==> src/rtl/predictor_update_controller.sv <==
// Branch predictor bookkeeping: pattern history table of 2-bit saturating counters,
// resolution/mispredict statistics, and the PC redirect / pipeline flush sequencer.
module predictor_update_controller #(
  parameter int TABLE_BITS   = 4,
  parameter int FLUSH_CYCLES = 2,
  parameter int ADDR_WIDTH   = 11
) (
  input  logic                  clk,
  input  logic                  rst_n,
  input  logic                  lookup_valid,
  input  logic [ADDR_WIDTH-1:0] lookup_addr,
  output logic                  predict_taken,
  input  logic                  resolve_valid,
  input  logic [ADDR_WIDTH-1:0] resolve_addr,
  input  logic                  branch_result,
  input  logic                  prediction_failed,
  input  logic [ADDR_WIDTH-1:0] failback_addr,
  output logic                  pc_load,
  output logic [ADDR_WIDTH-1:0] pc_load_addr,
  output logic                  flush,
  output logic                  busy,
  output logic [15:0]           branch_count,
  output logic [15:0]           mispredict_count
);

  localparam int          ENTRIES    = 1 << TABLE_BITS;
  localparam logic [15:0] CNT_MAX    = 16'hFFFF;
  // FLUSH lasts FLUSH_CYCLES-1 cycles; the counter holds the cycles left after the current one.
  localparam logic [3:0]  FLUSH_LOAD = (FLUSH_CYCLES > 1) ? 4'(FLUSH_CYCLES - 2) : 4'd0;

  typedef enum logic [1:0] {
    IDLE     = 2'd0,
    REDIRECT = 2'd1,
    FLUSH    = 2'd2
  } state_e;

  state_e                state_q, state_d;
  logic [3:0]            flush_cnt_q, flush_cnt_d;
  logic [1:0]            pht_q [ENTRIES];
  logic [TABLE_BITS-1:0] lookup_idx, resolve_idx;
  logic [1:0]            entry_cur, entry_next;
  logic                  accept;
  logic                  unused_addr_bits;

  assign lookup_idx       = lookup_addr[TABLE_BITS-1:0];
  assign resolve_idx      = resolve_addr[TABLE_BITS-1:0];
  assign unused_addr_bits = ^{lookup_addr[ADDR_WIDTH-1:TABLE_BITS],
                              resolve_addr[ADDR_WIDTH-1:TABLE_BITS]};

  // Resolves arriving while the redirect sequence runs belong to flushed work.
  assign accept = resolve_valid && (state_q == IDLE);

  // Reads the registered table, so a same-cycle update is not visible yet.
  assign predict_taken = lookup_valid & pht_q[lookup_idx][1];

  assign pc_load = (state_q == REDIRECT);
  assign flush   = (state_q != IDLE);
  assign busy    = (state_q != IDLE);

  always_comb begin
    // NOTE: every variable gets a default before any branch so no path infers a latch.
    entry_cur  = pht_q[resolve_idx];
    entry_next = entry_cur;
    if (branch_result) begin
      if (entry_cur != 2'b11) entry_next = entry_cur + 2'd1;
    end else begin
      if (entry_cur != 2'b00) entry_next = entry_cur - 2'd1;
    end
  end

  always_comb begin
    state_d     = state_q;
    flush_cnt_d = flush_cnt_q;
    unique case (state_q)
      IDLE: begin
        if (accept && prediction_failed) state_d = REDIRECT;
      end
      REDIRECT: begin
        if (FLUSH_CYCLES > 1) begin
          state_d     = FLUSH;
          flush_cnt_d = FLUSH_LOAD;
        end else begin
          state_d = IDLE;
        end
      end
      FLUSH: begin
        if (flush_cnt_q == 4'd0) state_d = IDLE;
        else                     flush_cnt_d = flush_cnt_q - 4'd1;
      end
      default: state_d = IDLE;
    endcase
  end

  // NOTE: sequential state uses non-blocking assignments so all flops update from pre-edge values.
  always_ff @(posedge clk) begin
    if (!rst_n) begin
      state_q          <= IDLE;
      flush_cnt_q      <= '0;
      pc_load_addr     <= '0;
      branch_count     <= '0;
      mispredict_count <= '0;
      // NOTE: the table is built from flops and must come out of reset as weak-NT, so it is reset explicitly.
      for (int i = 0; i < ENTRIES; i++) pht_q[i] <= 2'b01;
    end else begin
      state_q     <= state_d;
      flush_cnt_q <= flush_cnt_d;
      if (accept) begin
        pht_q[resolve_idx] <= entry_next;
        if (branch_count != CNT_MAX) branch_count <= branch_count + 16'd1;
        if (prediction_failed) begin
          pc_load_addr <= failback_addr;
          if (mispredict_count != CNT_MAX) mispredict_count <= mispredict_count + 16'd1;
        end
      end
    end
  end

endmodule

==> config.mk <==
export PLATFORM = sky130hd
export DESIGN_NAME = predictor_update_controller
export DESIGN_NICKNAME = d
export VERILOG_FILES = /design/src/rtl/predictor_update_controller.sv
export SDC_FILE = /design/constraint.sdc
export NUM_CORES = 1
export LEC_CHECK = 0
export CORE_MARGIN = 2
export CORE_UTILIZATION = 49
export DETAILED_ROUTE_END_ITERATION = 8
export DONT_BUFFER_PORTS = 1
export PLACE_DENSITY = 0.64
export SYNTH_ARGS = -nofsm -noshare
export SYNTH_HDL_FRONTEND = slang
export SYNTH_SLANG_ARGS = --single-unit
==> constraint.sdc <==
create_clock -name clk -period 6.38 [get_ports clk]
set_clock_uncertainty 0.05 [all_clocks]
set_input_delay 0.957 -clock clk [delete_from_list [all_inputs] [get_ports clk]]
set_output_delay 0.957 -clock clk [all_outputs]
set_load 0.05 [all_outputs]
# Word level (Yosys, flattened, before mapping)
# Memories as Yosys holds them, arrays and structs flattened.
# Index checks and enable logic that the tools add are counted.
[totals]
mem_count = 1
in_bits = 39
register_bits = 49
wordCells = 48
ramBits = 32
[memory_table]
columns = ["memory", "depth", "width", "read_ports", "rd_clocked_by_memory_dff", "wr", "line_no", "rtl"]
rows = [
  ["pht_q", 16, 2, 2, 0, 16, "39", "logic [1:0] pht_q [ENTRIES];"],
]
[classes]
bitwise_logic = 1
n_eq_ne = 8
add_sub_neg = 5
n_mux = 15
n_reduce_logical = 13
[op_table]
columns = ["operator", "count"]
rows = [
  ["$add A16 B1 Y16 const B", 2],
  ["$ne A16 B16 Y1 const B", 2],
  ["$mux W2", 6],
  ["$mux W4", 2],
  ["$pmux W4 S2", 1],
  ["$reduce_and A2 Y1", 4],
  ["$ne A2 B2 Y1 const B", 3],
  ["$pmux W2 S3", 1],
  ["$reduce_bool A2 Y1", 3],
  ["$mux W1", 5],
  ["$logic_not A4 Y1", 1],
  ["$sub A4 B1 Y4 const B", 1],
  ["$reduce_and A3 Y1", 1],
  ["$add A2 B1 Y2 const B", 1],
  ["$eq A2 B1 Y1 const B", 1],
  ["$eq A2 B2 Y1 const B", 1],
  ["$logic_and A1 B1 Y1", 2],
  ["$logic_not A2 Y1", 1],
  ["$ne A2 B1 Y1 const B", 1],
  ["$reduce_or A2 Y1", 1],
  ["$sub A2 B1 Y2 const B", 1],
  ["$and A1 B1 Y1", 1],
]

# Longest topological paths before layout
# Gate-level depths: netlist of the first run.
[depth]
depth_word = 7
ltp_mapped = 7
mapped_depth_nobuf = 6

# Worst setup path before layout of the first run
# OpenSTA, ideal clock, no wires.
[synth_timing]
kind = "input port to output port"
startpoint = "in lookup_addr[0]"
endpoint = "out predict_taken"
t_required_ns = 5.373
arrival_time_ns = 2.200
slack_ns = 3.173
path_stages = 3
path_buffers = 0
cell_sequence = "mux4_2 > mux4_2 > and2_1"
[synth_via]
elab_chain_cells = 2
[synth_lines]
columns = ["element", "line_no", "rtl"]
rows = [
  ["start, declared", "11", "input logic [ADDR_WIDTH-1:0] lookup_addr,"],
  ["$mem_v2 Z16 W2", "--", ""],
  ["$and A1 B1 Y1", "54", "assign predict_taken = lookup_valid & pht_q[lookup_idx][1];"],
  ["end, declared", "12", "output logic predict_taken,"],
]
# No other way between the ends.

# Worst setup path in the final report of the first run
# Ends and elaborated chain as after synthesis.

==> metrics.yaml, run 1 <==
status: "finished clean"
track_usage: 0.191
final_max_slew_viol_count: 0
total_power_mw: 0.971
insertion_delay_ns: 0.36
hold_viol: 0
synth-seq-cells: 81
whs_ns: 0.471
ys_warn_count: 0
synth-edff-count: 32
gp_congestion: 0.753
synth_cells: 407
start_util: 0.501
rows: 33
rsz0062_at_grt: "no"
grt_max_degree: 66
crit_family: "multiplexers"
peakVddDrop_v: 0.000135
power_density_nw_per_um2: 228
startpoint_type: "primary input"
syn2layout_area_growth_pct: 4.33
tightest_slew_ns: 0.902
cts_inserted_buffers: 9
grt_pass1_wl_mm: 13.4
cts_tree: "built"
die_width_um: 95.2
crit_type: "primary input to output pin"
worst_setup_path_end_kind: "output pin"
cts_setup_buffers: 0
ff2ff_path_depth: 6
min_path_type: "flip-flop to flip-flop"
grt_pass1_vias: 2722
place_hpwl_mm: 5.72
final-setup-viol-count: 0
grt_antenna_before_repair: 0
tns_ns: 0
fmaxAchievable_ghz: 0.309
clock_path_buffers: 2
gr-total-overflow: 0
synthesis.nets: 449
path_buf_inv: 0
hold_depth: 2
nNetsFinal: 438
dr.first_iter.drc_count: 186
io_buffers: 0
crit_start: "lookup_addr[0]"
dr.pass1.iters: 4
crit_chain: "mux4_2 > mux4_2 > and2_1"
via_per_inst: 5.70
synth-main-ff-cell: "dfxtp_1"
max_slew_margin: 0.394
hp-start: "flush_cnt_q[2]$_SDFFE_PN0P_"
r2r-end: "branch_count[1]$_SDFFE_PN0P_"
p_leak_nw: 1.45
path_common_cell: "mux4_2"
drc: 0
cap_viol_max_count: 0
drive_above_1_share: 0.110
rr_startpoint: "branch_count[0]$_SDFFE_PN0P_"
clk_pin_slew_ns: 0.08
post_drt_wl_per_cell_um: 16.3
place_inst: 490
cts_sinks: 81
vias: 2884
root_buffer: "clkbuf_8"
cts_hold_buf: 0
worst_path_largest_cell_delay_ns: 0.47
ys_types: 54
fin_crit_sh: 0.508
die_y_um: 95.2
dp_slack_ns: 3.13
slowest_stage: "mux4_2"
crit_fanout: 4
ant_nets: 0
cp_data_arrival_time_ns: 2.23
routed_wl_mm: 8.24
diodes: 0
cp.required_ns: 5.37
io_pins: 86
cts.repair.resized: 0
netlist_area_um2: 4080
fin_cells: 506
core_um2: 8130
htreeDepth: 3
die_area_um2: 9060
holdPathEnd: "flush_cnt_q[2]$_SDFFE_PN0P_"
fin_ws_ns: 3.14
fin_crit_ns: 3.24
yosysSeqAreaShare: 0.476
r2r_setup_slack_ns: 3.69
synth-async-reset-ratio: 0
syn_area_per_cell_um2: 10.0
final cells by class:
cell class | count | area (um^2)
Inverter | 11 | 41.3
Clock buffer | 11 | 131
Fill cell | 725 | 3880
Multi-Input combinational cell | 293 | 1980
Tap cell | 105 | 131
Sequential cell | 81 | 1940
Clock inverter | 5 | 30.0
where the power goes:
part	leakage (nW)	total, mW	switching, mW	internal, mW
registers	0.675	0.576	0.0287	0.547
logic	0.687	0.0715	0.0435	0.0281
clock network	0.0840	0.323	0.182	0.141
total	1.45	0.971	0.255	0.716
placed cells by master (no fill, tap or decap), drive strengths merged, types with 6 or more instances in the layout:
| cell type | Yosys | final |
|---|---|---|
| nand4 | 10 | 10 |
| nor4 | 7 | 7 |
| a21boi | 14 | 14 |
| nor2b | 6 | 6 |
| mux4 | 13 | 13 |
| clkbuf | 14 | 11 |
| nor3 | 9 | 9 |
| dfxtp | 49 | 49 |
| xor2 | 14 | 14 |
| nor2 | 32 | 32 |
| nand2 | 74 | 74 |
| edfxtp | 32 | 32 |
| and2 | 22 | 22 |
| nand3 | 27 | 27 |
| and3 | 7 | 7 |
| inv | 11 | 13 |
| xnor2 | 8 | 8 |
cells by family (layout without fill, tap and decap cells):
logic type,count (synthesis),in the layout,synth area share
multiplexers,16,16,0.0820
AO/OA/AOI/OAI,39,39,0.0688
AND/OR/NAND/NOR,211,211,0.271
flip-flops,81,81,0.476
adder cells (fa/ha/maj),5,5,0.0160
XOR/XNOR,22,22,0.0473
buffers and inverters,33,27,0.0387
how the worst max path moves through the flow:
| stage | to | slack [ns] | cells after the start |
|---|---|---|---|
| 6_report | predict_taken | 3.14 | 3 |
| 5_1_grt | predict_taken | 3.10 | 3 |
| 3_5_place_dp | predict_taken | 3.13 | 3 |
| 4_1_cts | predict_taken | 3.13 | 3 |
| 2_1_floorplan | predict_taken | 3.17 | 3 |
| 3_3_place_gp | predict_taken | 3.14 | 3 |
through the flow:
step / utilization / cell area, um^2
2_1_floorplan: - / 4080
3_3_place_gp: 0.503 / 4090
3_5_place_dp: 0.503 / 4090
4_1_cts: 0.523 / 4250
5_1_grt: 0.523 / 4250
6_report: 0.523 / 4250
tightest hold or removal path: cells and delay by family, from the launching register on:
kind,cells,cell delay (ns)
DFF,1,0.34
AOI/OAI and AO/OA,2,0.14
registers in the layout, indices dropped and copies added, names as in the netlist:
signal            cells
branch_count         16
state_q               2
pc_load_addr         11
mispredict_count     16
flush_cnt_q           4
pht_q                32
cells in the mapped netlist, types with 3 or more instances:
cell      number  area, um^2
o21ai_0        4        20.0
clkbuf_1      13        48.8
nor2_1        20        75.1
nor4_1         7        43.8
inv_1         11        41.3
edfxtp_1      32         961
a31oi_1        3        18.8
nor2_4         4        45.0
nor2b_1        6        37.5
mux2i_1        3        30.0
and4_1         3        26.3
nor3b_1        3        22.5
o211ai_1       4        30.0
mux4_2        10         225
mux4_1         3        78.8
nor2_2         8        50.1
nor3_1         9        45.0
ha_1           3        37.5
a21boi_0      14         105
dfxtp_1       49         981
nand3_1       26         130
xnor2_1        8        70.1
and3_1         7        43.8
and2_1        22         138
nand2_1       74         278
a21oi_1        3        15.0
nand4_1       10        62.6
xor2_1        14         123
routing by layer:
layer,up-vias,GRT usage,routed length (um),part of all wire
met1,1381,0.256,3730,0.45
met2,69,0.299,4000,0.49
met5,-,0,0,0
met3,12,0.0395,388,0.047
met4,0,0.0882,119,0.014
li1,1422,-,-,-
No activity file was read; power rests on OpenSTA's default activity.
==> inputs of run 2 (changes only) <==
- PLACE_DENSITY: 0.64 -> 0.66
- clock period: 6.38 -> 2.8 ns (I/O delays scaled with it)
==> run 2 against run 1 <==
Effect of this change:
- via count up 4.5%
- power increased by 150%
- combinational power rose to 2.8 times the previous value
- clock power grew to 2.8 times the previous value
- core utilization increased by 3.8 points
- global-route usage up 0.97 points
- die area stayed put
- critical endpoint unchanged
==> metrics.yaml, run 2 (synthesized netlist as in run 1, its figures left out) <==
grt_pass1_vias: 2927
syn2layout_area_growth_pct: 11.8
grt_antenna_before_repair: 0
grt_pass1_wl_mm: 14.0
fin_crit_ns: 2.50
max_slew_margin: 0.430
status: "finished clean"
final_cell_area_um2: 4560
nNetsFinal: 471
rows: 33
drc: 0
rsz0062_at_grt: "no"
cts_hold_buf: 0
gr-total-overflow: 0
p_leak_nw: 1.65
cts_setup_buffers: 0
htreeDepth: 3
startpoint_type: "flip-flop"
place_inst: 523
dpl_cell_area_um2: 4340
post_drt_wl_per_cell_um: 15.7
ant_nets: 0
ff2ff_path_depth: 5
drive_above_1_share: 0.177
final_common_cell: "nand2_1"
fillers: 716
post-route-util: 0.561
io_buffers: 0
crit_start: "pht_q[5][1]$_SDFFCE_PN0P_"
holdPathEnd: "flush_cnt_q[1]$_SDFFE_PN0P_"
gp_congestion: 0.771
fin_cells: 539
reg_top3: "pht_q: 32 flops, branch_count: 16 flops, mispredict_count: 16 flops"
cap_viol_max_count: 0
rr_startpoint: "state_q[1]$_SDFFE_PN0P_"
clk_pin_slew_ns: 0.08
track_usage: 0.201
start_util: 0.501
core_um2: 8130
dr.first_iter.drc_count: 158
vias: 3015
hp-start: "rst_n"
hold_viol: 0
tightest_slew_ns: 0.848
final_cell_mix: "nand2_1, dfxtp_1, buf_4"
die_y_um: 95.2
power_density_nw_per_um2: 525
tns_ns: 0
cp.required_ns: 2.33
cp_data_arrival_time_ns: 2.03
io_pins: 86
r2r_setup_slack_ns: 0.59
cts_tree: "built"
via_per_inst: 5.59
die_width_um: 95.2
grt_max_degree: 66
total_power_mw: 2.39
diodes: 0
seq_area_um2: 1940
cts_inserted_buffers: 9
whs_ns: 0.147
clock_path_buffers: 2
routed_wl_mm: 8.46
final_max_slew_viol_count: 0
hold_depth: 1
multi_input_area_um2: 1980
final-setup-viol-count: 0
worst_setup_path_end_kind: "output pin"
r2r-end: "pht_q[6][1]$_SDFFCE_PN0P_"
top_register: "pht_q"
cts.repair.resized: 0
largest_reg_flops: 32
min_path_type: "primary input to flip-flop"
cts_sinks: 81
insertion_delay_ns: 0.34
dp_slack_ns: 0.572
fmaxAchievable_ghz: 0.399
fin_crit_sh: 0.894
crit_type: "flip-flop to output pin"
crit_fanout: 2
root_buffer: "clkbuf_8"
die_area_um2: 9060
fin_ws_ns: 0.296
place_hpwl_mm: 5.93
dr.pass1.iters: 4
peakVddDrop_v: 0.000301
[run 2: how the worst max path moves through the flow]
stage | endpoint | slack (ns) | cells after the start
after CTS | predict_taken | 0.27 | 3
after floorplan | branch_count[1]$_SDFFE_PN0P_ | 0.56 | 6
final | predict_taken | 0.30 | 3
after global placement | pht_q[6][0]$_SDFFCE_PN1P_ | 0.61 | 5
after global routing | predict_taken | 0.19 | 3
after detailed placement | pht_q[6][1]$_SDFFCE_PN0P_ | 0.57 | 5
[run 2: routing by layer]
layer  global-route usage  up-vias  share of wire
li1                     -     1494              -
met1                0.250     1413           0.42
met2                0.320       98           0.48
met3               0.0759       10          0.082
met4               0.0725        0          0.012
met5                    0        -              0
[run 2: worst max-delay path, cell delays in order, from the launching register on]
cell	delay [ns]
edfxtp_1	0.42
mux4_2	0.49
mux4_2	0.45
and2_1	0.34
[run 2: power by group]
group          internal (mW)  switching (mW)
clock network          0.486           0.416
registers               1.25          0.0417
logic                 0.0744           0.126
[run 2: cell type report]
type                            instances  share of cell area
Tap cell                              105              0.0288
Inverter                               11             0.00906
Clock buffer                           14              0.0453
Sequential cell                        81               0.426
Multi-Input combinational cell        293               0.434
Clock inverter                          2             0.00302
Timing Repair Buffer                   33              0.0543
==> RTL edit 1, RTL diff (config.mk and constraints of run 2) <==
Change the parameter `TABLE_BITS` from 4 to 3.
--- a/src/rtl/predictor_update_controller.sv
+++ b/src/rtl/predictor_update_controller.sv
@@ -1,7 +1,7 @@
 // Branch predictor bookkeeping: pattern history table of 2-bit saturating counters,
 // resolution/mispredict statistics, and the PC redirect / pipeline flush sequencer.
 module predictor_update_controller #(
-  parameter int TABLE_BITS   = 4,
+  parameter int TABLE_BITS   = 3,
   parameter int FLUSH_CYCLES = 2,
   parameter int ADDR_WIDTH   = 11
 ) (
Behaviour: not the same (Yosys sat finds a counterexample within 4 cycles, from zero or initial values and one cycle with rst_n low).
==> RTL edit 1 against run 2 <==
  * Final area is 18% lower
  * Sequential cell count fell by 16
  * Synthesized cell count decreased by 11%
  * Routed wire length shrank 18%
  * Total power down 17%
  * Synthesized area is 20% lower
  * Count of clock-buffer cells in the layout fell by 5
  * Global-route usage fell by 0.21 points
  * Register-to-register slack improved by 0.05 ns
  * Setup slack gained 0.34 ns
  * Via count is 8.0% lower
  * Largest cell class unchanged
==> RTL edit 1: results (changes against run 2) <==
- Relative slew slack: 56.60% (+14 points)
- Path depth of the worst reg2reg path: 4 (-1)
- Status: completed
- Dpl ws: 0.6373 ns (+0.06525 ns)
- Cell family with most CP delay: simple AND/OR/NAND/NOR gates
- Via count: 2774 (-8.0%)
- Worst path slowest cell: or4_4
- P_leak: 1.287 nW (-22%)
- RR Endpoint: mispredict_count[15]$_SDFFE_PN0P_
- First-pass GRT wire length: 11.72 mm (-16%)
- Switching Share: 26.86% (+2.4 points)
- Initial DRC count: 155 (-1.9%)
- Hold EP: pc_load_addr[9]$_SDFFE_PN0P_
- RD Place Congestion: 0.7762 (+0.64%)
- Final cell count without fillers: 470 (-13%)
- Layout cell share with drive strength beyond 1: 15.78% (-2.0 points)
- Crit path capture type: flip-flop
- CP peak stage delay: 0.64 ns (+0.15 ns)
- Hold Path Depth: 2 (+1)
- Worst vdd ir: 0.0003695 V (+23%)
- Largest net degree at the start of global routing: 45 (-32%)
- Synth top cells by count: 65 x nand2_1, 49 x dfxtp_1, 32 x a21oi_1, 19 x nand3_1, 18 x mux2i_1
- Largest registers: branch_count (16), mispredict_count (16), pht_q (16)
- Syn Area/Cell: 9.038 um^2 (-9.8%)
- Worst hold margin: 0.1423 ns (-0.004616 ns)
[RTL edit 1: cell families after synthesis]
kind of cell | count (synthesis) | synth area share [%]
buffers and inverters | 28 | 3.365
and+or+nand+nor | 179 | 29.18
muxes | 25 | 9.981
adders and majority gates | 5 | 1.759
AOI/OAI and AO/OA | 60 | 11.05
DFF | 65 | 44.67
[RTL edit 1: per-layer routing]
layer / global-route usage, % / wire length, um
met5: 0 / 0
met4: 10.53 / 144
met3: 6.064 / 519
met2: 30.61 / 3163
met1: 25.25 / 3115
[RTL edit 1: final cells by class]
type / instances / area (um^2)
clock buffers: 9 / 123.9
flip-flops and latches: 65 / 1461
clock inverters: 7 / 76.32
repair buffers: 33 / 247.7
fillers: 565 / 2643
inverters: 10 / 37.54
multi-input cells: 269 / 1700
well taps: 77 / 96.34
==> RTL edit 2, RTL diff (flow settings as in run 2) <==
Made on the original files. Re-encode `state_e` (3 states) as one-hot, 3 bits wide.
--- a/src/rtl/predictor_update_controller.sv
+++ b/src/rtl/predictor_update_controller.sv
@@ -28,10 +28,10 @@
   // FLUSH lasts FLUSH_CYCLES-1 cycles; the counter holds the cycles left after the current one.
   localparam logic [3:0]  FLUSH_LOAD = (FLUSH_CYCLES > 1) ? 4'(FLUSH_CYCLES - 2) : 4'd0;
 
-  typedef enum logic [1:0] {
-    IDLE     = 2'd0,
-    REDIRECT = 2'd1,
-    FLUSH    = 2'd2
+  typedef enum logic [2:0] {
+    IDLE     = 3'b001,
+    REDIRECT = 3'b010,
+    FLUSH    = 3'b100
   } state_e;
 
   state_e                state_q, state_d;
Formal check against the unedited RTL: no difference found for any inputs over 4 cycles, from zero or initial values and one cycle with rst_n low; so few cycles prove little.
==> RTL edit 2 against run 2 <==
  * Hold slack got worse by 0.051 ns
  * Synthesized area decreased by 0.77%
  * Register-to-register slack got worse by 0.13 ns
  * Setup slack got worse by 0.034 ns
  * Highest routed layer unchanged
  * Total power decreased by 3.1%
  * Critical path type unchanged
  * Via count increased by 1.8%
  * Sequential cell count increased by 1
  * Routed wire length decreased by 2.0%
  * Final area decreased by 1.8%
  * Die area decreased by 0.73%
  * Synthesized cell count increased by 2.2%
==> RTL edit 2: results (changes against run 2) <==
- Worst skew pair latency: 0.36 ns (+0.02 ns)
- RD Place Congestion: 0.7976 (+3.4%)
- DR WL met3: 549 um (-21%)
- Met1 wire length: 3.663 mm (+2.3%)
- Cts bufs inserted: 9 (unchanged)
- Antenna violations before repair: 0 (unchanged)
- Largest net degree at the start of global routing: 40 (-39%)
- P_leak: 1.537 nW (-7.0%)
- HPWL Detailed: 5.744 mm (-3.2%)
- N_diodes: 0 (unchanged)
- Via count: 3068 (+1.8%)
- First-pass GRT wire length: 13.15 mm (-6.2%)
- Worst Tran Pin Value: 0.6375 ns (-0.2109 ns)
- Initial DRC count: 136 (-14%)
- Sequential share of the synthesized area: 48.50% (+0.86 points)
- Synth top cells by count: 68 x nand2_1, 50 x dfxtp_1, 47 x nor2_1, 32 x edfxtp_1, 24 x nand3_1
- Worst vdd ir: 0.0002523 V (-16%)
- Met2 wire length: 3.977 mm (-2.5%)
- Area contributors post-synth: dfxtp_1 25%, edfxtp_1 24%, mux4_2 7.2%
- Status: completed
- Layout cell share with drive strength beyond 1: 16.59% (-1.2 points)
- Routed WL: 8.291 mm (-2.0%)
- Gr usage total: 18.91% (-1.2 points)
- Net Count, Synth: 458 (+2.0%)
- EDFF count, synth: 32 (unchanged)
- Netlist cell types: 47 (-13%)
-- RTL edit 2: worst paths after layout --
kind | start | depth (start not counted) | slack, ns | to
min reg2reg | flush_cnt_q[3]$_SDFFE_PN0P_ | 2 | 0.49 | flush_cnt_q[3]$_SDFFE_PN0P_
max | pht_q[15][1]$_SDFFCE_PN0P_ | 3 | 0.26 | predict_taken
min | rst_n | 1 | 0.1 | state_q[0]$_SDFFE_PN1P_
max reg2reg | branch_count[7]$_SDFFE_PN0P_ | 5 | 0.46 | branch_count[7]$_SDFFE_PN0P_
-- RTL edit 2: per-stage QoR --
step / setup WS, ns / utilization (%) / instance area (um^2) / hold slack (ns) / cells
finish: 0.2618 / 55.33 / 4478 / 0.09549 / 545
floorplan: 0.5034 / - / 4045 / 0.4298 / 416
global route: 0.2032 / 55.33 / 4478 / 0.08796 / 545
detailed placement: 0.4754 / 53.05 / 4293 / 0.4655 / 529
CTS: 0.2438 / 55.33 / 4478 / 0.08326 / 545
global placement: 0.5614 / 53.05 / 4293 / 0.4485 / 529
-- RTL edit 2: layout make-up --
type	instances	area, um^2
timing repair buffer	31	232.7
clock buffer	10	137.6
clock inverter	6	47.55
inverter	9	33.78
fill	755	3615
multi-input combinational	302	1933
sequential	82	1962
tap	105	131.4
-- RTL edit 2: cells by family after synthesis --
group / share of synthesized area (%)
buffers and inverters: 3.835
adder cells (fa/ha/maj): 1.547
AND/OR/NAND/NOR: 27.03
XOR/XNOR: 3.681
multiplexers: 9.465
flip-flops: 48.50
AO/OA/AOI/OAI: 5.939
-- RTL edit 2: worst max-delay path, stage by stage, from the launching register on --
cell      delay [ns]
edfxtp_1        0.40
mux4_2          0.49
mux4_2          0.49
and2_1          0.34
-- RTL edit 2: routing by layer --
| metal | up-vias | track usage, % |
|---|---|---|
| met1 | 1475 | 24.74 |
| met3 | 7 | 4.868 |
| met4 | 0 | 8.213 |
| met5 | - | 0 |
| met2 | 79 | 29.73 |
| li1 | 1507 | - |
-- RTL edit 2: power breakdown --
group	leakage [nW]	total (mW)	switching (mW)	internal, mW
clock	0.0981	0.825	0.467	0.357
combinational	0.756	0.188	0.123	0.0642
sequential	0.683	1.30	0.0421	1.26
total	1.54	2.32	0.633	1.68
